**config.mk**
```make
export PLATFORM = sky130hd
export DESIGN_NAME = id_decode_stage
export DESIGN_NICKNAME = d
export VERILOG_FILES = /design/src/rtl/id_decode_stage.sv
export SDC_FILE = /design/constraint.sdc
export NUM_CORES = 1
export LEC_CHECK = 0
export CAP_MARGIN = 10
export CORE_UTILIZATION = 41
export CTS_CLUSTER_SIZE = 16
export DETAILED_ROUTE_END_ITERATION = 10
export PLACE_DENSITY = 0.74
export RECOVER_POWER = 50
export SETUP_SLACK_MARGIN = 0.1
export SLEW_MARGIN = 20
export SYNTH_ARGS = -nofsm -noshare
export SYNTH_HDL_FRONTEND = slang
export SYNTH_SLANG_ARGS = --single-unit
```
**constraint.sdc**
```tcl
create_clock -name sysclk_i -period 1.95 [get_ports sysclk_i]
set_input_delay 0.4875 -clock sysclk_i [delete_from_list [all_inputs] [get_ports sysclk_i]]
set_output_delay 0.4875 -clock sysclk_i [all_outputs]
set_load 0.005 [all_outputs]
```
**src/rtl/id_decode_stage.sv**
```systemverilog
// -----------------------------------------------------------------------------
// id_decode_stage
//
// Instruction-decode stage of a small in-order pipeline. One instruction at a
// time is taken from fetch into a one-entry hold register. It is decoded and
// then issued:
//   - to the register file as an immediate write (LDI), or
//   - to the register file read port and to EXE (READ / ALU), or
//   - to nowhere (NOP).
// A two-bit scoreboard tracks ALU results not yet retired by WB. Any READ or
// ALU that reaches decode while a result is pending stalls until WB retires it.
//
// Ports
//   sysclk_i     : sole clock, all state on the rising edge
//   reset_i      : synchronous active-high reset
//   if_valid_i   : fetch offers if_inst_i
//   if_inst_i    : op[7:6] dst[5] rsel[4:3] imm[4:0]
//   if_ready_o   : stage accepts if_inst_i this cycle
//   rf_rw_o      : register-file control, 1 only for the one-cycle LDI write
//   rf_wsel_o    : register-file write select (0=A, 1=B)
//   rf_rsel_o    : register-file read-port select
//   rf_w_o       : register-file write data
//   ex_valid_o   : decoded op offered to EXE
//   ex_ready_i   : EXE accepts the offered op
//   ex_op_o      : decoded opcode to EXE
//   ex_dst_o     : destination register to EXE
//   wb_done_i    : WB retires an ALU result this cycle
//   wb_sel_i     : register retired by WB
//   stall_cnt_o  : saturating count of cycles spent in hazard stall
// -----------------------------------------------------------------------------
module id_decode_stage #(
   parameter int unsigned STALL_CNT_W = 8
) (
   input  logic                   sysclk_i,
   input  logic                   reset_i,
   input  logic                   if_valid_i,
   input  logic [7:0]             if_inst_i,
   output logic                   if_ready_o,
   output logic                   rf_rw_o,
   output logic                   rf_wsel_o,
   output logic [1:0]             rf_rsel_o,
   output logic [7:0]             rf_w_o,
   output logic                   ex_valid_o,
   input  logic                   ex_ready_i,
   output logic [1:0]             ex_op_o,
   output logic                   ex_dst_o,
   input  logic                   wb_done_i,
   input  logic                   wb_sel_i,
   output logic [STALL_CNT_W-1:0] stall_cnt_o
);

   typedef enum logic [1:0] {
      ST_EMPTY     = 2'b00,
      ST_HELD      = 2'b01,
      ST_STALL_HAZ = 2'b10,
      ST_STALL_EX  = 2'b11
   } state_e;

   localparam logic [1:0] OP_NOP  = 2'b00;
   localparam logic [1:0] OP_LDI  = 2'b01;
   localparam logic [1:0] OP_READ = 2'b10;
   localparam logic [1:0] OP_ALU  = 2'b11;

   localparam logic [STALL_CNT_W-1:0] STALL_MAX = {STALL_CNT_W{1'b1}};
   localparam logic [STALL_CNT_W-1:0] STALL_ONE = {{(STALL_CNT_W-1){1'b0}}, 1'b1};

   // State and hold register
   state_e                 state_q, state_d;
   logic [7:0]             inst_q, inst_d;
   logic [1:0]             pend_q, pend_d;
   logic [STALL_CNT_W-1:0] stall_cnt_q, stall_cnt_d;

   // Registered outputs
   logic                   rf_rw_q, rf_rw_d;
   logic                   rf_wsel_q, rf_wsel_d;
   logic [1:0]             rf_rsel_q, rf_rsel_d;
   logic [7:0]             rf_w_q, rf_w_d;
   logic                   ex_valid_q, ex_valid_d;
   logic [1:0]             ex_op_q, ex_op_d;
   logic                   ex_dst_q, ex_dst_d;

   // Decode / handshake signals
   logic       held_s;
   logic [1:0] op_s;
   logic       dst_s;
   logic [1:0] rsel_s;
   logic [4:0] imm_s;
   logic       hazard_s;
   logic       needs_ex_s;
   logic       ex_free_s;
   logic       issue_s;
   logic       if_ready_s;
   logic       accept_s;
   logic [1:0] pend_set_s;
   logic [1:0] pend_clr_s;

   // Decode the held instruction, then evaluate hazard, issue and the fetch handshake
   always_comb begin
      held_s = (state_q != ST_EMPTY);
      op_s   = inst_q[7:6];
      dst_s  = inst_q[5];
      rsel_s = inst_q[4:3];
      imm_s  = inst_q[4:0];

      hazard_s   = 1'b0;
      needs_ex_s = 1'b0;
      case (op_s)
         OP_NOP: begin
            hazard_s   = 1'b0;
            needs_ex_s = 1'b0;
         end
         OP_LDI: begin
            // An immediate write only collides with a pending result for the same register
            hazard_s   = pend_q[dst_s];
            needs_ex_s = 1'b0;
         end
         OP_READ, OP_ALU: begin
            hazard_s   = (pend_q != 2'b00);
            needs_ex_s = 1'b1;
         end
         default: begin
            hazard_s   = 1'b0;
            needs_ex_s = 1'b0;
         end
      endcase

      ex_free_s = !ex_valid_q || ex_ready_i;
      issue_s   = held_s && !hazard_s && (ex_free_s || !needs_ex_s);

      // Accept when empty, or when the held instruction leaves this cycle (no bubble).
      // Nothing is accepted while reset is asserted.
      if (reset_i) begin
         if_ready_s = 1'b0;
      end else begin
         if_ready_s = !held_s || issue_s;
      end
      accept_s = if_valid_i && if_ready_s;
   end

   assign if_ready_o = if_ready_s;

   // Next-state logic for the hold FSM and the hold register
   always_comb begin
      state_d = state_q;
      if (accept_s) begin
         inst_d = if_inst_i;
      end else begin
         inst_d = inst_q;
      end

      case (state_q)
         ST_EMPTY: begin
            if (accept_s) begin
               state_d = ST_HELD;
            end else begin
               state_d = ST_EMPTY;
            end
         end
         ST_HELD, ST_STALL_HAZ, ST_STALL_EX: begin
            if (issue_s) begin
               if (accept_s) begin
                  state_d = ST_HELD;
               end else begin
                  state_d = ST_EMPTY;
               end
            end else if (hazard_s) begin
               // Hazard wins over a busy EXE when both block issue
               state_d = ST_STALL_HAZ;
            end else begin
               state_d = ST_STALL_EX;
            end
         end
         default: begin
            state_d = ST_EMPTY;
         end
      endcase
   end

   // Output next-state: register-file control, EXE offer, scoreboard, stall counter
   always_comb begin
      rf_rw_d   = 1'b0;
      rf_wsel_d = rf_wsel_q;
      rf_rsel_d = rf_rsel_q;
      rf_w_d    = rf_w_q;
      // The EXE offer is withdrawn once taken, unless replaced below
      ex_valid_d = ex_valid_q && !ex_ready_i;
      ex_op_d    = ex_op_q;
      ex_dst_d   = ex_dst_q;

      if (issue_s) begin
         case (op_s)
            OP_LDI: begin
               rf_rw_d   = 1'b1;
               rf_wsel_d = dst_s;
               rf_w_d    = {3'b000, imm_s};
            end
            OP_READ, OP_ALU: begin
               rf_rsel_d  = rsel_s;
               ex_valid_d = 1'b1;
               ex_op_d    = op_s;
               ex_dst_d   = dst_s;
            end
            OP_NOP: begin
               rf_rw_d = 1'b0;
            end
            default: begin
               rf_rw_d = 1'b0;
            end
         endcase
      end else begin
         rf_rw_d = 1'b0;
      end

      // Scoreboard: a new ALU result for a register outranks its retirement in the same cycle
      if (issue_s && (op_s == OP_ALU)) begin
         pend_set_s = dst_s ? 2'b10 : 2'b01;
      end else begin
         pend_set_s = 2'b00;
      end
      if (wb_done_i) begin
         pend_clr_s = wb_sel_i ? 2'b10 : 2'b01;
      end else begin
         pend_clr_s = 2'b00;
      end
      pend_d = (pend_q & ~pend_clr_s) | pend_set_s;

      if ((state_q == ST_STALL_HAZ) && (stall_cnt_q != STALL_MAX)) begin
         stall_cnt_d = stall_cnt_q + STALL_ONE;
      end else begin
         stall_cnt_d = stall_cnt_q;
      end
   end

   // State, hold register, scoreboard, counter and output registers
   always_ff @(posedge sysclk_i) begin
      if (reset_i) begin
         state_q     <= ST_EMPTY;
         inst_q      <= 8'h00;
         pend_q      <= 2'b00;
         stall_cnt_q <= {STALL_CNT_W{1'b0}};
         rf_rw_q     <= 1'b0;
         rf_wsel_q   <= 1'b0;
         rf_rsel_q   <= 2'b00;
         rf_w_q      <= 8'h00;
         ex_valid_q  <= 1'b0;
         ex_op_q     <= 2'b00;
         ex_dst_q    <= 1'b0;
      end else begin
         state_q     <= state_d;
         inst_q      <= inst_d;
         pend_q      <= pend_d;
         stall_cnt_q <= stall_cnt_d;
         rf_rw_q     <= rf_rw_d;
         rf_wsel_q   <= rf_wsel_d;
         rf_rsel_q   <= rf_rsel_d;
         rf_w_q      <= rf_w_d;
         ex_valid_q  <= ex_valid_d;
         ex_op_q     <= ex_op_d;
         ex_dst_q    <= ex_dst_d;
      end
   end

   assign rf_rw_o     = rf_rw_q;
   assign rf_wsel_o   = rf_wsel_q;
   assign rf_rsel_o   = rf_rsel_q;
   assign rf_w_o      = rf_w_q;
   assign ex_valid_o  = ex_valid_q;
   assign ex_op_o     = ex_op_q;
   assign ex_dst_o    = ex_dst_q;
   assign stall_cnt_o = stall_cnt_q;

endmodule
```
==> results.txt, run 1 <==
* Netlist Area Pre-Place: ~1300 um2
- Element type at the critical path start: flop
- The floorplan has 20 rows.
- Highest-delay cell along the critical path: sky130_fd_sc_hd__dfxtp_2
- Remaining global-route overflow: 0
* Final estimated routing congestion in global placement: 0.858
- The area growth from synthesis to layout is 42.9%.
* Mean post-synth cell area: between 9 and 10 um2
* Pwr dens: 691 nW/um2
- Worst hold-check path type: reg -> reg
- #FFs+latches synth: 33
* Area share of the largest cell type after synthesis: 0.491
* Synth top area cells: sky130_fd_sc_hd__dfxtp_1, sky130_fd_sc_hd__mux2i_1, sky130_fd_sc_hd__nor2_1, sky130_fd_sc_hd__a22o_1, sky130_fd_sc_hd__a21oi_1
- XOR/XNOR Fraction of Synth Area: 0.0195
* Vertical die dimension: 59.3 um
- Leakage: between 0.0007 and 0.0008 uW
- Worst setup margin: between 0.05 and 0.06 ns
* Dpl cell area: about 1800 um2
* CP arrival: roughly 1.4 ns
- Multiplexer fraction of the synthesized cell area: 0.100
- For this run, the detailed router's first-pass iteration total came to 4.
- Startpoint of the worst setup timing path: inst_q[5]
- In this run the register-to-register setup slack is 0.16 ns.
* Inserted Diodes: 0
* Final Hold Slack: between 0.4 and 0.5 ns
- Minimum clock period: about 1.9 ns
- Derived from the worst setup path, the maximum achievable clock frequency is 528 MHz.
- The routed layout has around 1200 vias.
- Total clock buffers created by CTS: 5
- Of the available clock period, the critical path in the final layout requires 0.971.
* Maximum number of pins on one net before global-route repair: 28
- The netlist uses 35 different library cells.
- Cell type contributing the most total cell area after synthesis: sky130_fd_sc_hd__dfxtp_1
* Number of remaining DRC errors: 0
* Worst path max stage delay: 0.35 ns
- Hold wc startpoint: ex_op_o[1]
- Sequential element share of the synthesized area: 0.491
* Share of post-route cells with drive strength above 1: 0.172
- Crit path capture: if_ready_o
- Input and output buffers added on the ports amount to 35.
- Post-DR wirelength/cell: 13.1 um
* Worst reg2reg path endpoint: inst_q[7]
* Half-perimeter wire length of the detailed placement result: around 2100 um
- Synthesis Warnings: 0
- Run status: finished, final reports clean
- Final ANT Viol Nets: 0
- The tool flagged a number of max-cap violations equal to 0.
- In this run, placement finished with an instance count of around 220.
* DRC marker count from the first detailed-route iteration: 33
- After detailed routing, the number of vias per cell comes to between 5 and 6.
- For met1 alone, demand over resource in global routing was 0.218.
* Synthesized instance count: roughly 140
- The first global-routing pass estimated roughly 5000 um of wire.
* Fraction of the mapped netlist area in adder cells: 0.00929
- The signal on the critical path passes through mux2_4 > nand4bb_1 > nand2_1 > nor2_1 > buf_2.
- Finished layout cell area: between 1500 and 2000 um2
* Clock-pin slew of the registers on the worst-case setup and hold paths: approximately 0.11 ns
- The via count of the first global-routing pass is approximately 1200.
- The worst setup path is of the reg -> out kind.
- Skew-Pair Late Insertion Delay: 0.33 ns
* Share of the synthesized area in compound gates (AO/OA/AOI/OAI): 0.142
- For this run, the total global-route usage over all layers was measured as 0.199.
* Initial antenna violation count: 0
* Worst setup skew after layout: around 0.012 ns
- DIE WIDTH: roughly 59 um
- Counting every sink on the clock net gives 33.
* Number of I/O pins: 39
- For this run, global-route usage on met3 was measured as 0.0764.
- TritonCTS clock tree: yes
- At the worst endpoint, the required time is 1.46 ns.
* Net count, final: 200
* Count of cells along the worst register-to-register path: 7
* Max-slew violation count: 0
- Source of the worst register-to-register timing path: inst_q[5]
- Total die area: 3520 um2
* Starting utilization of the core area: 0.437
* Setup Viol. Count Final: 0
- Final sum of negative setup slack: 0 ns
- The worst setup path is captured at an output port.
* Dominant combinational cell family by area after synthesis: simple AND/OR/NAND/NOR gates
* Core outline area: roughly 3100 um2
- Unrepaired setup endpoints after global routing: yes
- Prior to clock tree synthesis, the placed netlist has a worst setup slack of -0.400 ns.
- Number of fill cells in the layout: ~280
- Detailed-route wire length: a little over 3000 um
* CTS H-Tree Depth: 2
- IR drop worst, VDD: roughly 0.47 mV
* Number of buffers on the longest clock path: 2
* Area fraction in and, or, nand and nor cells after synthesis: 0.196
- Cell at the root of the clock tree: sky130_fd_sc_hd__clkbuf_4
- The final count of hold timing violations is 0.
- CTS hold repair buffers: 0
- Along the worst path, the maximum fanout reaches 2.
- The count of cells in the finished layout, fillers not included, comes to between 200 and 250.
- Met2 Use GR: 0.332
- The layer flagged by global routing as most heavily used is met2.
## power breakdown
part	switching (uW)	leakage [uW]	internal, uW	total, uW
clock network	236	0.0000445	305	540
logic	39.4	0.000456	52.7	92.1
registers	10.7	0.000269	688	698
total	286	0.000770	1040	1330
## area by class of cell
cell class                      count  area, um2  share of cell area
Sequential cell                    33        664               0.345
Multi-Input combinational cell     93        656               0.341
Clock inverter                      2       37.5              0.0195
Timing Repair Buffer               49        449               0.233
Tap cell                           44       55.1              0.0286
Inverter                            3       11.3             0.00585
Clock buffer                        6       51.3              0.0267
## placed cells by master, fill, tap and decap left out, types with 2 or more instances in the layout
cell                              netlist  layout
sky130_fd_sc_hd__clkdlybuf4s50_1        0      33
sky130_fd_sc_hd__dfxtp_1               33      30
sky130_fd_sc_hd__nor2_1                20      20
sky130_fd_sc_hd__buf_4                  3      14
sky130_fd_sc_hd__mux2i_1               12      12
sky130_fd_sc_hd__a22o_1                 8       8
sky130_fd_sc_hd__a21oi_1                7       7
sky130_fd_sc_hd__clkbuf_4               0       5
sky130_fd_sc_hd__nand2_1                4       4
sky130_fd_sc_hd__nand4_1                4       4
sky130_fd_sc_hd__inv_1                  3       3
sky130_fd_sc_hd__and3_1                 3       3
sky130_fd_sc_hd__xor2_1                 3       3
sky130_fd_sc_hd__conb_1                 1       3
sky130_fd_sc_hd__dfxtp_2                0       3
sky130_fd_sc_hd__o21a_1                 2       2
sky130_fd_sc_hd__and4b_1                2       2
sky130_fd_sc_hd__o21ai_0                2       2
sky130_fd_sc_hd__nor2b_1                3       2
sky130_fd_sc_hd__o211ai_1               2       2
sky130_fd_sc_hd__nor3_1                 2       2
sky130_fd_sc_hd__a211oi_1               2       2
## worst min-delay path by stage
| stage | end | depth (start not counted) |
|---|---|---|
| floorplan | ex_op_o[1] | 2 |
| global placement | ex_op_o[1] | 2 |
| detailed placement | ex_op_o[1] | 2 |
| CTS | ex_op_o[1] | 2 |
| global route | ex_op_o[1] | 2 |
| finish | ex_op_o[1] | 2 |
## stage by stage
step,total power (uW),utilization
4_1_cts,1340,0.618
3_5_place_dp,805,0.585
3_3_place_gp,801,0.585
6_report,1330,0.625
2_1_floorplan,755,-
5_1_grt,1390,0.625
## logic make-up after synthesis
kind of cell / after synthesis
other: 1
XOR/XNOR: 3
buffers and inverters: 11
AND/OR/NAND/NOR: 46
adder cells (fa/ha/maj): 1
AO/OA/AOI/OAI: 27
multiplexers: 13
flip-flops: 33
## repair_timing
item                       4_1_cts  5_1_grt
resized for setup                7        4
setup endpoints to repair        1        3
pin swaps                        2        0
buffers inserted                 2        1
## state kept, by name (all words and copies together), names as in the netlist
signal	cells
ex_dst_o	1
ex_op_o	2
ex_valid_o	1
inst_q	8
pend_q	2
rf_rsel_o	2
rf_rw_o	1
rf_w_o	5
rf_wsel_o	1
stall_cnt_o	8
state_q	2
## Yosys cell counts
cell type                    n
sky130_fd_sc_hd__xor2_1      3
sky130_fd_sc_hd__ha_1        1
sky130_fd_sc_hd__conb_1      1
sky130_fd_sc_hd__nand4_1     4
sky130_fd_sc_hd__nor3_1      2
sky130_fd_sc_hd__nor2b_1     3
sky130_fd_sc_hd__a211oi_1    2
sky130_fd_sc_hd__a22oi_1     1
sky130_fd_sc_hd__clkbuf_1    4
sky130_fd_sc_hd__or3b_1      1
sky130_fd_sc_hd__nor4b_4     1
sky130_fd_sc_hd__mux2_4      1
sky130_fd_sc_hd__o211ai_1    2
sky130_fd_sc_hd__buf_1       1
sky130_fd_sc_hd__a31oi_1     1
sky130_fd_sc_hd__o21ai_0     2
sky130_fd_sc_hd__and3_1      3
sky130_fd_sc_hd__o21ai_1     1
sky130_fd_sc_hd__a22o_1      8
sky130_fd_sc_hd__nand4bb_1   1
sky130_fd_sc_hd__buf_4       3
sky130_fd_sc_hd__and4b_1     2
sky130_fd_sc_hd__mux2i_1    12
sky130_fd_sc_hd__o21a_1      2
sky130_fd_sc_hd__nand3_1     1
sky130_fd_sc_hd__dfxtp_1    33
sky130_fd_sc_hd__nand2_1     4
sky130_fd_sc_hd__inv_1       3
sky130_fd_sc_hd__a21oi_1     7
sky130_fd_sc_hd__nand2b_1    1
sky130_fd_sc_hd__nor2_1     20
sky130_fd_sc_hd__or2_1       1
sky130_fd_sc_hd__a31oi_2     1
sky130_fd_sc_hd__nand3b_2    1
sky130_fd_sc_hd__and4_1      1
## critical path: cells and delay by family, from the launching register on
family | cells | cell delay (ns)
DFF | 1 | 0.35
muxes | 1 | 0.31
and+or+nand+nor | 3 | 0.31
buffers and inverters | 1 | 0.11
## routing by layer
| metal | routed length [um] | vias up |
|---|---|---|
| li1 | - | 581 |
| met2 | 1510 | 27 |
| met3 | 153 | 5 |
| met1 | 1290 | 541 |
| met5 | 0 | - |
| met4 | 61 | 0 |
(Power assumes the default switching activity.)
==> run 2: changes to the inputs <==
- PLACE_DENSITY: 0.74 -> 0.76
- clock period: 1.95 -> 1.6 ns (I/O delays scaled with it)
==> results.txt, run 2 (synthesis gave the netlist of run 1 again) <==
- The run finished, with violations left.
- The final reports fail on negative setup slack.
- The total inserted antenna cells was 0 (unchanged).
- DRC marker count from the first detailed-route iteration: 23 (-30%)
- The number of optimization iterations in the first detailed-route pass is 4 (unchanged).
- Comb power frac: 0.089 (+0.020)
* Starting utilization of the core area: 0.437 (unchanged)
- Reported net switching power: 343 uW (+20%)
* First-pass GRT wire length: 5380 um (+5.6%)
- The TritonCTS buffer count is 5 (unchanged).
- Pre-CTS setup slack: -0.632 ns (-0.232 ns)
- Power consumption: 1420 uW (+6.7%)
- The worst setup path is launched from a flop.
- Maximum clock rate: about 550 MHz
- The worst setup path is captured at an output port.
- The clock skew was 0.0149 ns (+0.00294 ns).
- The count of vias placed by the detailed router was 1231 (+6.7%).
- The cell internal power dissipation was 1080 uW (+2.9%).
* TritonCTS clock tree: yes
* Skew-Pair Late Insertion Delay: 0.34 ns (about the same)
* Synth-to-layout area growth: 52.7%
* Final Hold Slack: 0.452 ns (-0.00761 ns)
* DIE WIDTH: 59.3 um (unchanged)
- The proportion of total power due to net switching came to 0.242 (+0.0273).
- The critical path is of the reg -> out type.
- Row Count: 20 (unchanged)
- The H-tree depth is 2 (unchanged).
- The library cells used most frequently in the layout, excluding fill and tap cells, are sky130_fd_sc_hd__buf_4, sky130_fd_sc_hd__dlygate4sd2_1, sky130_fd_sc_hd__dfxtp_1.
- Final estimated routing congestion in global placement: 0.871 (+1.5%)
- Number of failing hold endpoints at the final stage: 0 (unchanged)
- The final routed DRC violation total is 0 (unchanged).
- The area inside the core boundary was 3080 um2 (unchanged).
- Unrepaired setup endpoints after global routing: yes
- Final ANT Viol Nets: 0 (unchanged)
* Number of global-route vias before repair: 1192 (+1.6%)
* Max Fanout on Critical Path: 2 (unchanged)
* CP arrival: 1.42 ns (about the same)
- The global-route total usage across every layer is 0.213 (+0.0136).
* Leakage: 0.000956 uW (+24%)
- The maximum number of buffers from clock root to sink came to 2 (unchanged).
* Final Core Density: 0.668 (+0.0427)
- The worst stage delay on the critical path was 0.36 ns (about the same).
- Total die area: 3520 um2 (unchanged)
- Port buffer count: 35 (unchanged)
- Most common cell after layout, fill and taps aside: sky130_fd_sc_hd__buf_4
* Total buffers and inverters traversed by the critical path: 1 (unchanged)
- The cts-stage hold buffer count came to 0 (unchanged).
- Remaining global-route overflow: 0 (unchanged)
* Highest-delay cell along the critical path: sky130_fd_sc_hd__dfxtp_2
- The I/O pin count was 39 (unchanged).
- The required time at the endpoint of the critical path is 1.20 ns (-0.26 ns).
- Number of maximum-capacitance violations: 0 (unchanged)
- Worst hold-check path type: reg -> reg
* Crit path max-delay family: flip-flops
- The share of post-route cells with drive strength above 1 came to 0.300 (+0.128).
* Maximum number of pins on one net before global-route repair: 18 (-36%)
- Portion of total power attributed to sequential cells: 0.597 (+0.072)
* Clock sink count: 33 (unchanged)
* Vertical die dimension: 59.3 um (unchanged)
* Half-perimeter wire length of the detailed placement result: 2290 um (+7.5%)
- Avg Vias per Cell: 4.98 (-0.67%)
* Initial antenna violation count: 0 (unchanged)
* Worst setup margin: -0.220 ns (-0.276 ns)
* Pwr dens: 690 nW/um2 (-0.16%)
- Cell-by-cell listing of the critical path: mux2_4 > nand4bb_1 > nand2_1 > nor2_1 > buf_2
- The final number of max-transition violations was 0 (unchanged).
- Cell at the root of the clock tree: sky130_fd_sc_hd__clkbuf_4
- Ratio of final minimum period to clock period: 1.14
* Setup Viol. Count Final: 15 (+15)
- The final routed wire length divided by cell count was 13.5 um (+2.4%).
- Clock-pin slew of the registers on the worst-case setup and hold paths: 0.11 ns (about the same)
- Net count, final: 217 (+8.5%)
- Minimum clock period: approximately 1.8 ns
- The worst ir drop on vdd is 0.415 mV (-12%).
* Clock network fraction of design power: 0.313 (-0.093)
* Detailed-route wire length: 3330 um (+10%)
## run 2: changes by cell type in the layout (fill, tap and decap cells not counted), moves of 2 or more
| cell | previous run | this run |
|---|---|---|
| sky130_fd_sc_hd__buf_6 | 0 | 4 |
| sky130_fd_sc_hd__clkdlybuf4s50_1 | 33 | 12 |
| sky130_fd_sc_hd__dfxtp_2 | 3 | 11 |
| sky130_fd_sc_hd__dlygate4sd2_1 | 1 | 22 |
| sky130_fd_sc_hd__clkinv_2 | 0 | 2 |
| sky130_fd_sc_hd__buf_4 | 14 | 26 |
| sky130_fd_sc_hd__dfxtp_1 | 30 | 21 |
## run 2: per-stage QoR
stage               TNS [ns]  area, um2  cells
floorplan                  0       1360    137
global placement       -3.15       1870    228
detailed placement     -3.55       1870    228
CTS                   -0.228       2010    246
global route           -2.16       2060    247
finish                 -1.46       2060    247
## run 2: area by class of cell
type / instances / area [um2]
Timing Repair Buffer: 66 / 563
Sequential cell: 33 / 678
Multi-Input combinational cell: 93 / 697
Inverter: 3 / 11.3
Clock inverter: 2 / 10.0
Fill cell: 258 / 1020
Clock buffer: 6 / 41.3
Tap cell: 44 / 55.1
## run 2: path summary, 6_finish.rpt
path                                   end  cells past startpoint        from  slack (ns)
worst max-delay path            if_ready_o                      5   inst_q[5]       -0.22
worst min-delay path            ex_op_o[1]                      2  ex_op_o[1]        0.45
worst max register to register   rf_w_o[4]                      7   inst_q[5]       -0.16
worst min register to register  ex_op_o[1]                      2  ex_op_o[1]        0.45
## run 2: worst reg2reg max path, cell delays in order (launching register included)
cell,delay [ns]
sky130_fd_sc_hd__dfxtp_2,0.36
sky130_fd_sc_hd__mux2_4,0.31
sky130_fd_sc_hd__buf_4,0.14
sky130_fd_sc_hd__buf_6,0.11
sky130_fd_sc_hd__nor4b_4,0.27
sky130_fd_sc_hd__buf_6,0.18
sky130_fd_sc_hd__mux2i_1,0.19
sky130_fd_sc_hd__nor2_1,0.06
## run 2: power groups by stage
| stage | registers [uW] | logic, uW | clock network, uW |
|---|---|---|---|
| 2_1_floorplan | 869 | 52.1 | 0 |
| 3_3_place_gp | 866 | 120 | 0 |
| 3_5_place_dp | 867 | 124 | 0 |
| 4_1_cts | 847 | 124 | 450 |
| 5_1_grt | 850 | 136 | 500 |
| 6_report | 848 | 126 | 445 |
## run 2: metal layers
metal	global-route usage	wire length [um]	vias up
met5	0	0	-
met4	0.119	82	0
met3	0.0524	129	10
met2	0.345	1600	29
met1	0.257	1520	581
li1	-	-	611
## run 2: repair_timing
item / in CTS / in global routing
setup buffers: 10 / 1
pin swaps: 2 / 5
cloned: 0 / 0
gates resized for setup: 50 / 14
setup endpoints to repair: 30 / 22
